`src/rtl/fetch_unit.sv`:
```
// Instruction fetch stage: PC, ROM request tracking, one-entry skid buffer and registered output.
// Optional delivered-instruction counter enabled by defining FETCH_COUNT_EN.
module fetch_unit #(
    parameter int unsigned ADDR_WIDTH = 8,
    parameter int unsigned DATA_WIDTH = 32,
    parameter logic [ADDR_WIDTH-1:0] RESET_PC = '0
) (
    input  logic                  clk,
    input  logic                  reset,
    output logic [ADDR_WIDTH-1:0] rom_addr,
    input  logic [DATA_WIDTH-1:0] rom_data,
    input  logic                  stall,
    input  logic                  branch_valid,
    input  logic [ADDR_WIDTH-1:0] branch_target,
    output logic [DATA_WIDTH-1:0] inst,
    output logic [ADDR_WIDTH-1:0] inst_pc,
    output logic                  inst_valid
`ifdef FETCH_COUNT_EN
    ,
    output logic [31:0]           fetch_count
`endif
);

    logic [ADDR_WIDTH-1:0] pc_q, pc_d;
    logic                  req_valid_q, req_valid_d;
    logic [ADDR_WIDTH-1:0] req_pc_q, req_pc_d;
    logic                  skid_valid_q, skid_valid_d;
    logic [DATA_WIDTH-1:0] skid_data_q, skid_data_d;
    logic [ADDR_WIDTH-1:0] skid_pc_q, skid_pc_d;
    logic [DATA_WIDTH-1:0] inst_q, inst_d;
    logic [ADDR_WIDTH-1:0] inst_pc_q, inst_pc_d;
    logic                  inst_valid_q, inst_valid_d;
    logic                  deliver;

    // Reset overrides a concurrent branch so the ROM sees RESET_PC while held in reset.
    always_comb begin
        if (reset) begin
            rom_addr = RESET_PC;
        end else if (branch_valid) begin
            rom_addr = branch_target;
        end else begin
            rom_addr = pc_q;
        end
    end

    always_comb begin
        pc_d         = pc_q;
        req_valid_d  = req_valid_q;
        req_pc_d     = req_pc_q;
        skid_valid_d = skid_valid_q;
        skid_data_d  = skid_data_q;
        skid_pc_d    = skid_pc_q;
        inst_d       = inst_q;
        inst_pc_d    = inst_pc_q;
        inst_valid_d = inst_valid_q;
        deliver      = 1'b0;

        if (branch_valid) begin
            // Any in-flight word and any skid entry belong to the old path.
            inst_valid_d = 1'b0;
            skid_valid_d = 1'b0;
            req_pc_d     = branch_target;
            req_valid_d  = 1'b1;
            pc_d         = branch_target + ADDR_WIDTH'(1);
        end else if (stall) begin
            req_valid_d = 1'b0;
            if (req_valid_q) begin
                skid_data_d  = rom_data;
                skid_pc_d    = req_pc_q;
                skid_valid_d = 1'b1;
            end
        end else begin
            req_pc_d    = pc_q;
            req_valid_d = 1'b1;
            pc_d        = pc_q + ADDR_WIDTH'(1);
            // Skid holds the older word; req_valid is never set alongside it here.
            if (skid_valid_q) begin
                inst_d       = skid_data_q;
                inst_pc_d    = skid_pc_q;
                inst_valid_d = 1'b1;
                skid_valid_d = 1'b0;
                deliver      = 1'b1;
            end else if (req_valid_q) begin
                inst_d       = rom_data;
                inst_pc_d    = req_pc_q;
                inst_valid_d = 1'b1;
                deliver      = 1'b1;
            end else begin
                inst_valid_d = 1'b0;
            end
        end
    end

    always_ff @(posedge clk or posedge reset) begin
        if (reset) begin
            pc_q         <= RESET_PC;
            req_valid_q  <= 1'b0;
            req_pc_q     <= '0;
            skid_valid_q <= 1'b0;
            skid_data_q  <= '0;
            skid_pc_q    <= '0;
            inst_q       <= '0;
            inst_pc_q    <= '0;
            inst_valid_q <= 1'b0;
        end else begin
            pc_q         <= pc_d;
            req_valid_q  <= req_valid_d;
            req_pc_q     <= req_pc_d;
            skid_valid_q <= skid_valid_d;
            skid_data_q  <= skid_data_d;
            skid_pc_q    <= skid_pc_d;
            inst_q       <= inst_d;
            inst_pc_q    <= inst_pc_d;
            inst_valid_q <= inst_valid_d;
        end
    end

    assign inst       = inst_q;
    assign inst_pc    = inst_pc_q;
    assign inst_valid = inst_valid_q;

`ifdef FETCH_COUNT_EN
    logic [31:0] count_q, count_d;

    always_comb begin
        count_d = count_q;
        if (deliver) begin
            count_d = count_q + 32'd1;
        end
    end

    always_ff @(posedge clk or posedge reset) begin
        if (reset) begin
            count_q <= '0;
        end else begin
            count_q <= count_d;
        end
    end

    assign fetch_count = count_q;
`else
    logic unused_deliver;
    assign unused_deliver = deliver;
`endif

endmodule

```
`config.mk`:
```
export PLATFORM = sky130hd
export DESIGN_NAME = fetch_unit
export DESIGN_NICKNAME = d
export VERILOG_FILES = /design/src/rtl/fetch_unit.sv
export SDC_FILE = /design/constraint.sdc
export NUM_CORES = 1
export LEC_CHECK = 0
export CAP_MARGIN = 20
export CORE_MARGIN = 4
export CORE_UTILIZATION = 46
export DETAILED_ROUTE_END_ITERATION = 10
export GPL_ROUTABILITY_DRIVEN = 0
export HOLD_SLACK_MARGIN = 0.15
export PLACE_DENSITY = 0.81
export SLEW_MARGIN = 0
export SYNTH_ARGS = -nofsm -noshare
export SYNTH_HDL_FRONTEND = slang
export SYNTH_SLANG_ARGS = --single-unit
```
`constraint.sdc`:
```
create_clock -name clk -period 3.4 [get_ports clk]
set_input_delay 0.68 -clock clk [delete_from_list [all_inputs] [get_ports clk]]
set_output_delay 0.68 -clock clk [all_outputs]
set_load 0.05 [all_outputs]
```
* Word-level counts from Yosys, hierarchy flattened
Index checks and enable logic that the tools add are counted.
Word-level totals: word-level logic and storage cells 37, output and inout port bits 49, register bits 99, bits of input ports 44
Cells by class: bitwise logic cells 2, muxes and demuxes 19, reduce and logical (&&, ||, !) cells 3, add/subtract/negate cells 2, equal/unequal tests 2
Operators with widths (number):
- 32-bit two-way mux | 2
- 8-bit two-way mux | 8
- 8-bit by 1-bit adder with 8-bit output, second input constant | 2
- 1-bit two-way mux | 9
- 3-bit AND reduction | 2
- 3-bit by 1-bit != test with 1-bit output, second input constant | 1
- 2-bit by 1-bit != test with 1-bit output, second input constant | 1
- 1-bit inverter | 2
- 2-bit nonzero test | 1

* Depth between registers and ports, before layout
Gate-level depths: netlist of the first run.
depth in word-level cells 4, depth in mapped cells 9, gate-level depth less buffers 8

* Worst setup path after synthesis of the first run
No wires, ideal clock.
path kind input-to-output, start input port branch_valid, end output port rom_addr[3], stages on the path 4, required time 2.720 ns, path slack 0.763 ns, buffers on the path 2, arrival time 1.957 ns, cells stage by stage buf_6 > clkbuf_1 > nand2_1 > a21oi_1
Between the ends: longest elaborated chain between the ends 2
RTL lines:
- start, declared | line 13 | input logic branch_valid,
- 8-bit two-way mux | line 39 | end else if (branch_valid) begin
- 8-bit two-way mux | line 37 | if (reset) begin
- end, declared | line 10 | output logic [ADDR_WIDTH-1:0] rom_addr,
Every way passes these cells.

* Worst setup path in the final report of the first run
start input port branch_valid, end output port rom_addr[0]
Same word-level chain as after synthesis.

==> impl_metrics.csv, run 1 <==
group,metric,value,unit
detailed_routing,drt-vias-per-instance,5.113,
critical_path,cp.required,2.72,ns
sta,finalCritPeriodShare,82.94,%
global_routing,track_usage,16.95,%
synth,synth_area_leaders,"dfrtp_1 (56%), mux2i_1 (11%), mux2_2 (10%)",
critical_path,r2r.worst_path.cells,8,
detailed_routing,wirelength,9.030,mm
layout,multi_input_area,1819,µm²
sta,worst_pin_slew,0.7185,ns
critical_path,critPathCaptureType,"output pin",
layout,nNetsFinal,515,
clocking,numCtsBuffers,9,
clocking,cts_root_buf,"clkbuf_8",
sta,setup_ws,0.5801,ns
sta,clock.fmax,0.3546,GHz
sta,fin_tns_setup,0,ns
critical_path,slowest_stage,"clkdlybuf4s50_1",
floorplan,core_area,9284,µm²
critical_path,crit_arrival,2.14,ns
global_routing,grt_pass1_wl,15.42,mm
layout,fillerInstances,769,
clocking,postCtsResizedCells,0,
placed_design,io_buffers,92,
critical_path,start_kind,"primary input",
critical_path,path_cells,"clkdlybuf4s50_1 -> buf_4 -> nor2b_1 -> a21oi_1 -> nor2_1 -> buf_12",
power,p_total,3.250,mW
global_routing,grt_pass1_vias,3264,
run,max_cap_violations,0,
layout,seq_area,2479,µm²
worst_hold_path,min_path_type,"reg -> reg",
power,p_leak,2.423,nW
clocking,clk_latency,0.36,ns
placed_design,dp.cells,588,
power,power_density,565.1,nW/µm²
floorplan,die_w,106.0,µm
sta,grt_setup_unrepaired,"no",
synth,synth_cells,382,
synth,yosysTopAreaCell,"dfrtp_1",
floorplan,ios,93,
synth,synth-seq-area-share,56.03,%
critical_path,crit_path_max_fanout,41,
critical_path,crit_type,"in -> out",
critical_path,slowest_delay,0.45,ns
floorplan,fp.dieArea,11250,µm²
power,vdd_ir_drop_max,0.3409,mV
detailed_routing,drc,0,
clocking,cts_setup_buffers,0,
synth,synth_cell_types,31,
sta,skew,0.01403,ns
synth,ys_ff_latch,99,
clocking,clkTransAtPathRegs,0.09,ns
sta,fin_crit,2.820,ns
synth,ys_warn_count,0,
synth,avgSynthCellArea,11.58,µm²
worst_hold_path,whs_path_depth,2,
global_routing,grt-ovfl-total,0,
critical_path,critical-path-top-delay-family,"buffers and inverters",
sta,drv_slew,0,
global_routing,antenna_found_initial,0,
detailed_routing,num_vias,3088,
clocking,holdBufCountCts,0,
sta,slew_headroom,52.10,%
layout,insertedDiodeCount,0,
outcome,outcome,"finished clean",
critical_path,crit_buf_inv,3,
layout,instances_no_fill,604,
clocking,tritoncts,"yes",
synth,syn-num-nets,427,
clocking,cts.sinks,99,
critical_path,crit_cells,6,
floorplan,start_util,47.63,%
detailed_routing,ant_nets,0,
sta,setup-violations-final,0,
placed_design,hpwlAfterDp,6.467,mm
clocking,cts_htree_levels,3,
layout,layout-drive-gt1-share,17.26,%
detailed_routing,drt_pass1_iterations,5,
floorplan,num_rows,35,
floorplan,die_y,106.0,µm
global_routing,grt_start_max_net_pins,48,
synth,synth.top_cell.area_share,56.03,%
synth,syn_area,4422,µm²
placed_design,pre_cts_ws,0.5451,ns
detailed_routing,wl_per_cell,14.95,µm
sta,hold_viol_final,0,
detailed_routing,drtIter0Drc,66,
layout,area_delta_synth_final,30.08,%
clocking,cts_buffer_depth,2,
[worst min-delay path, cell delays in order, from the launching register on]
cell and delay, ns:
dfrtp_1 0.35, nand2_1 0.05, o21ai_0 0.06
[where the power goes]
group	total, mW	internal, mW	leakage [nW]	switching [mW]
Clock	0.708	0.297	0.0885	0.411
Combinational	1.03	0.421	1.14	0.606
Sequential	1.52	1.39	1.19	0.128
Total	3.25	2.11	2.42	1.14
[layer usage]
metal  track usage (%)  wire (µm)  vias up
met5                 0          0        -
met4             6.105        120        0
met3             3.947        431       12
met2             27.50       4375       86
met1             22.34       4103     1491
li1                  -          -     1499
[area by class of cell]
| type | count | area share (%) |
|---|---|---|
| clock buffers | 11 | 2.458 |
| repair buffers | 102 | 18.93 |
| multi-input cells | 254 | 31.63 |
| well taps | 129 | 2.806 |
| flip-flops and latches | 99 | 43.09 |
| clock inverters | 5 | 0.7614 |
| inverters | 4 | 0.3263 |
[path summary, 6_finish.rpt]
path / slack, ns / start / to
setup / recovery: 0.58 / branch_valid / rom_addr[0]
hold / removal: 0.49 / inst[13]$_DFFE_PP0P_ / inst[13]$_DFFE_PP0P_
setup reg to reg: 1.57 / pc_q[0]$_DFFE_PP0N_ / pc_q[6]$_DFFE_PP0N_
hold reg to reg: 0.49 / inst[13]$_DFFE_PP0P_ / inst[13]$_DFFE_PP0P_
max in group asynchronous: 1.67 / reset / skid_valid_q$_DFFE_PP0P_
min in group asynchronous: 0.96 / reset / pc_q[3]$_DFFE_PP0N_
[stage by stage]
| stage | hold slack (ns) | utilization [%] | cell area, µm² |
|---|---|---|---|
| after global placement | 0.4604 | 59.96 | 5567 |
| after floorplan | 0.4792 | - | 4425 |
| final | 0.4850 | 61.95 | 5752 |
| after global routing | 0.5190 | 61.95 | 5752 |
| after CTS | 0.4916 | 61.95 | 5752 |
| after detailed placement | 0.4700 | 59.96 | 5567 |
[cells in the mapped netlist]
master / count
nand2b_1: 6
and3b_1: 1
nor3_1: 3
a31oi_1: 1
nor2b_1: 2
o221ai_1: 1
buf_6: 1
o21ai_0: 46
xnor2_1: 10
o21a_1: 1
inv_1: 4
a32oi_2: 1
nor2_1: 17
mux2_2: 41
buf_2: 8
mux2i_1: 50
dfrtp_1: 99
nand2_1: 49
nor4b_4: 1
and2_4: 1
ha_1: 1
nand3b_1: 3
or3_1: 1
o21ai_1: 1
nand3_2: 1
clkbuf_1: 16
nand3_1: 2
o211ai_1: 1
nor4_1: 1
a21bo_2: 1
a21oi_1: 11
[logic make-up (layout without fill, tap and decap cells)]
logic type	Yosys count	after routing	synth area share, %
AOI/OAI and AO/OA	64	64	7.838
xor gates and xnor gates	10	10	1.981
adders and majority gates	1	1	0.2829
buffers and inverters	29	122	2.858
DFF	99	99	56.03
muxes	91	91	21.76
and+or+nand+nor	88	88	9.253
[flip-flops by register name (all words and copies together) (netlist names)]
name / flops
req_pc_q: 8
inst: 32
req_valid_q: 1
pc_q: 8
skid_data_q: 32
skid_valid_q: 1
inst_valid: 1
inst_pc: 8
skid_pc_q: 8
[placed cells by master (no fill, tap or decap), types with 2 or more instances in the layout]
cell type / Yosys / final
mux2_2: 41 / 41
nor2b_1: 2 / 2
nor2_1: 17 / 17
dfrtp_1: 99 / 98
inv_6: 0 / 2
buf_12: 0 / 9
o21ai_0: 46 / 46
nand2b_1: 6 / 6
nand2_1: 49 / 49
nand3_1: 2 / 2
mux2i_1: 50 / 50
inv_1: 4 / 3
nor3_1: 3 / 3
clkinvlp_4: 0 / 3
clkdlybuf4s50_1: 0 / 84
a21oi_1: 11 / 11
buf_4: 0 / 9
xnor2_1: 10 / 10
nand3b_1: 3 / 3
clkbuf_8: 0 / 10
Power figures use the tool's default switching activity.
==> inputs of run 2 (changes only) <==
Clock period 3.4 ns to 2.3 ns, I/O delays scaled along.
==> run 2 against run 1 <==
Effect of this change: clock power increased by 75%; utilization grew 1.7 points; worst hold slack gained 0.0010 ns; global-route usage grew 0.29 points; critical path depth fell by 3; via count up 0.13%; final cell count increased by 1.2%; critical endpoint is now rom_addr[3]; largest cell class unchanged.
==> impl_metrics.csv, run 2 (same netlist as run 1, synthesis figures left out) <==
group,metric,value,unit
outcome,outcome,"finished clean",
power,power_density,852.5,nW/µm²
clocking,cts_root_buf,"clkbuf_8",
sta,clock.fmax,0.4723,GHz
critical_path,critPathCaptureType,"output pin",
critical_path,slowest_stage,"clkdlybuf4s50_1",
sta,fin_crit,2.117,ns
critical_path,start_kind,"primary input",
power,p_switching,1.711,mW
layout,final_common_cell,"dfrtp_1",
floorplan,fp.dieArea,11250,µm²
power,p_leak,2.507,nW
layout,layout-drive-gt1-share,19.50,%
clocking,cts_htree_levels,3,
layout,final_area,5909,µm²
critical_path,crit_arrival,1.66,ns
placed_design,io_buffers,92,
layout,nNetsFinal,522,
sta,worst_pin_slew,0.7043,ns
floorplan,core_area,9284,µm²
sta,slew_headroom,53.05,%
sta,finalCritPeriodShare,92.05,%
global_routing,grt-ovfl-total,0,
floorplan,ios,93,
critical_path,path_cells,"clkdlybuf4s50_1 -> a21oi_1 -> buf_12",
sta,hold_viol_final,0,
power,p_comb_share,31.0,%
floorplan,die_y,106.0,µm
clocking,tritoncts,"yes",
power,vdd_ir_drop_max,0.4076,mV
layout,fillerInstances,753,
sta,drv_slew,0,
layout,insertedDiodeCount,0,
critical_path,crit_path_max_fanout,9,
worst_hold_path,min_path_type,"reg -> reg",
critical_path,crit_type,"in -> out",
floorplan,num_rows,35,
detailed_routing,drt-vias-per-instance,5.061,
detailed_routing,drtIter0Drc,72,
floorplan,start_util,47.63,%
critical_path,slowest_delay,0.67,ns
sta,setup_ws,0.1829,ns
clocking,cts_buffer_depth,2,
power,p_total,5.038,mW
detailed_routing,drc,0,
sta,fin_tns_setup,0,ns
run,max_cap_violations,0,
clocking,clk_latency,0.35,ns
power,internal_power,3.326,mW
global_routing,grt_pass1_wl,15.67,mm
critical_path,cp.required,1.84,ns
detailed_routing,wirelength,9.168,mm
clocking,cts.sinks,99,
layout,final_core_util,63.65,%
placed_design,pre_cts_ws,-0.005667,ns
clocking,clkTransAtPathRegs,0.09,ns
detailed_routing,wl_per_cell,15.00,µm
sta,grt_setup_unrepaired,"no",
layout,final_cell_mix,"dfrtp_1 (98), clkdlybuf4s50_1 (83), mux2i_1 (49), nand2_1 (49), o21ai_0 (46)",
placed_design,dpl_cell_area,5669,µm²
layout,seq_area,2479,µm²
global_routing,antenna_found_initial,0,
sta,setup-violations-final,0,
sta,skew,0.008668,ns
sta,whs,0.4860,ns
floorplan,die_w,106.0,µm
detailed_routing,drt_pass1_iterations,4,
clocking,numCtsBuffers,9,
power,pwr-share-seq,44.5,%
global_routing,grt_start_max_net_pins,82,
detailed_routing,ant_nets,0,
detailed_routing,num_vias,3092,
power,clock_power_share,24.5,%
layout,instances_no_fill,611,
power,p_sw_share,33.97,%
layout,multi_input_area,1834,µm²
placed_design,hpwlAfterDp,6.389,mm
layout,area_delta_synth_final,33.64,%
placed_design,dp.cells,595,
global_routing,grt_pass1_vias,3253,
global_routing,track_usage,17.25,%
-- run 2: path summary, 6_finish.rpt --
kind	startpoint	end	slack [ns]	depth (start not counted)
worst min-delay path	inst[26]$_DFFE_PP0P_	inst[26]$_DFFE_PP0P_	0.49	2
worst max register to register	pc_q[0]$_DFFE_PP0N_	pc_q[6]$_DFFE_PP0N_	0.63	8
worst min register to register	inst[26]$_DFFE_PP0P_	inst[26]$_DFFE_PP0P_	0.49	2
max in group asynchronous	reset	inst[22]$_DFFE_PP0P_	1.16	3
min in group asynchronous	reset	req_pc_q[3]$_DFFE_PP0N_	0.69	2
worst max-delay path	reset	rom_addr[3]	0.18	3
-- run 2: area by class of cell --
cell class / instances / area share, %
clock inverters: 7 / 1.673
flip-flops and latches: 99 / 41.94
repair buffers: 109 / 20.20
multi-input cells: 254 / 31.04
well taps: 129 / 2.731
inverters: 4 / 0.3176
clock buffers: 9 / 2.096
-- run 2: repair_timing --
action	in CTS	in global routing
setup buffers	0	0
hold buffers	0	0
resized for setup	0	5
endpoints found under the setup margin	0	4
-- run 2: power groups by stage --
stage	combinational, mW	sequential [mW]	clock, mW
after detailed placement	1.57	2.28	0
after global placement	1.54	2.25	0
after floorplan	0.547	2.69	0
final	1.56	2.24	1.24
after global routing	1.67	2.29	1.34
after CTS	1.58	2.24	1.27
-- run 2: worst max-delay path: cells and delay by family --
kind / cells / cell delay, ns
compound gates: 1 / 0.35
buf+inv: 2 / 0.85
-- run 2: routing by layer --
metal  vias to the layer above  routed length [µm]  track usage [%]
met5                         -                   0                0
met4                         0                 197            7.216
met3                        18                 387            3.218
met2                        74                4386            27.69
met1                      1496                4196            23.06
li1                       1504                   -                -
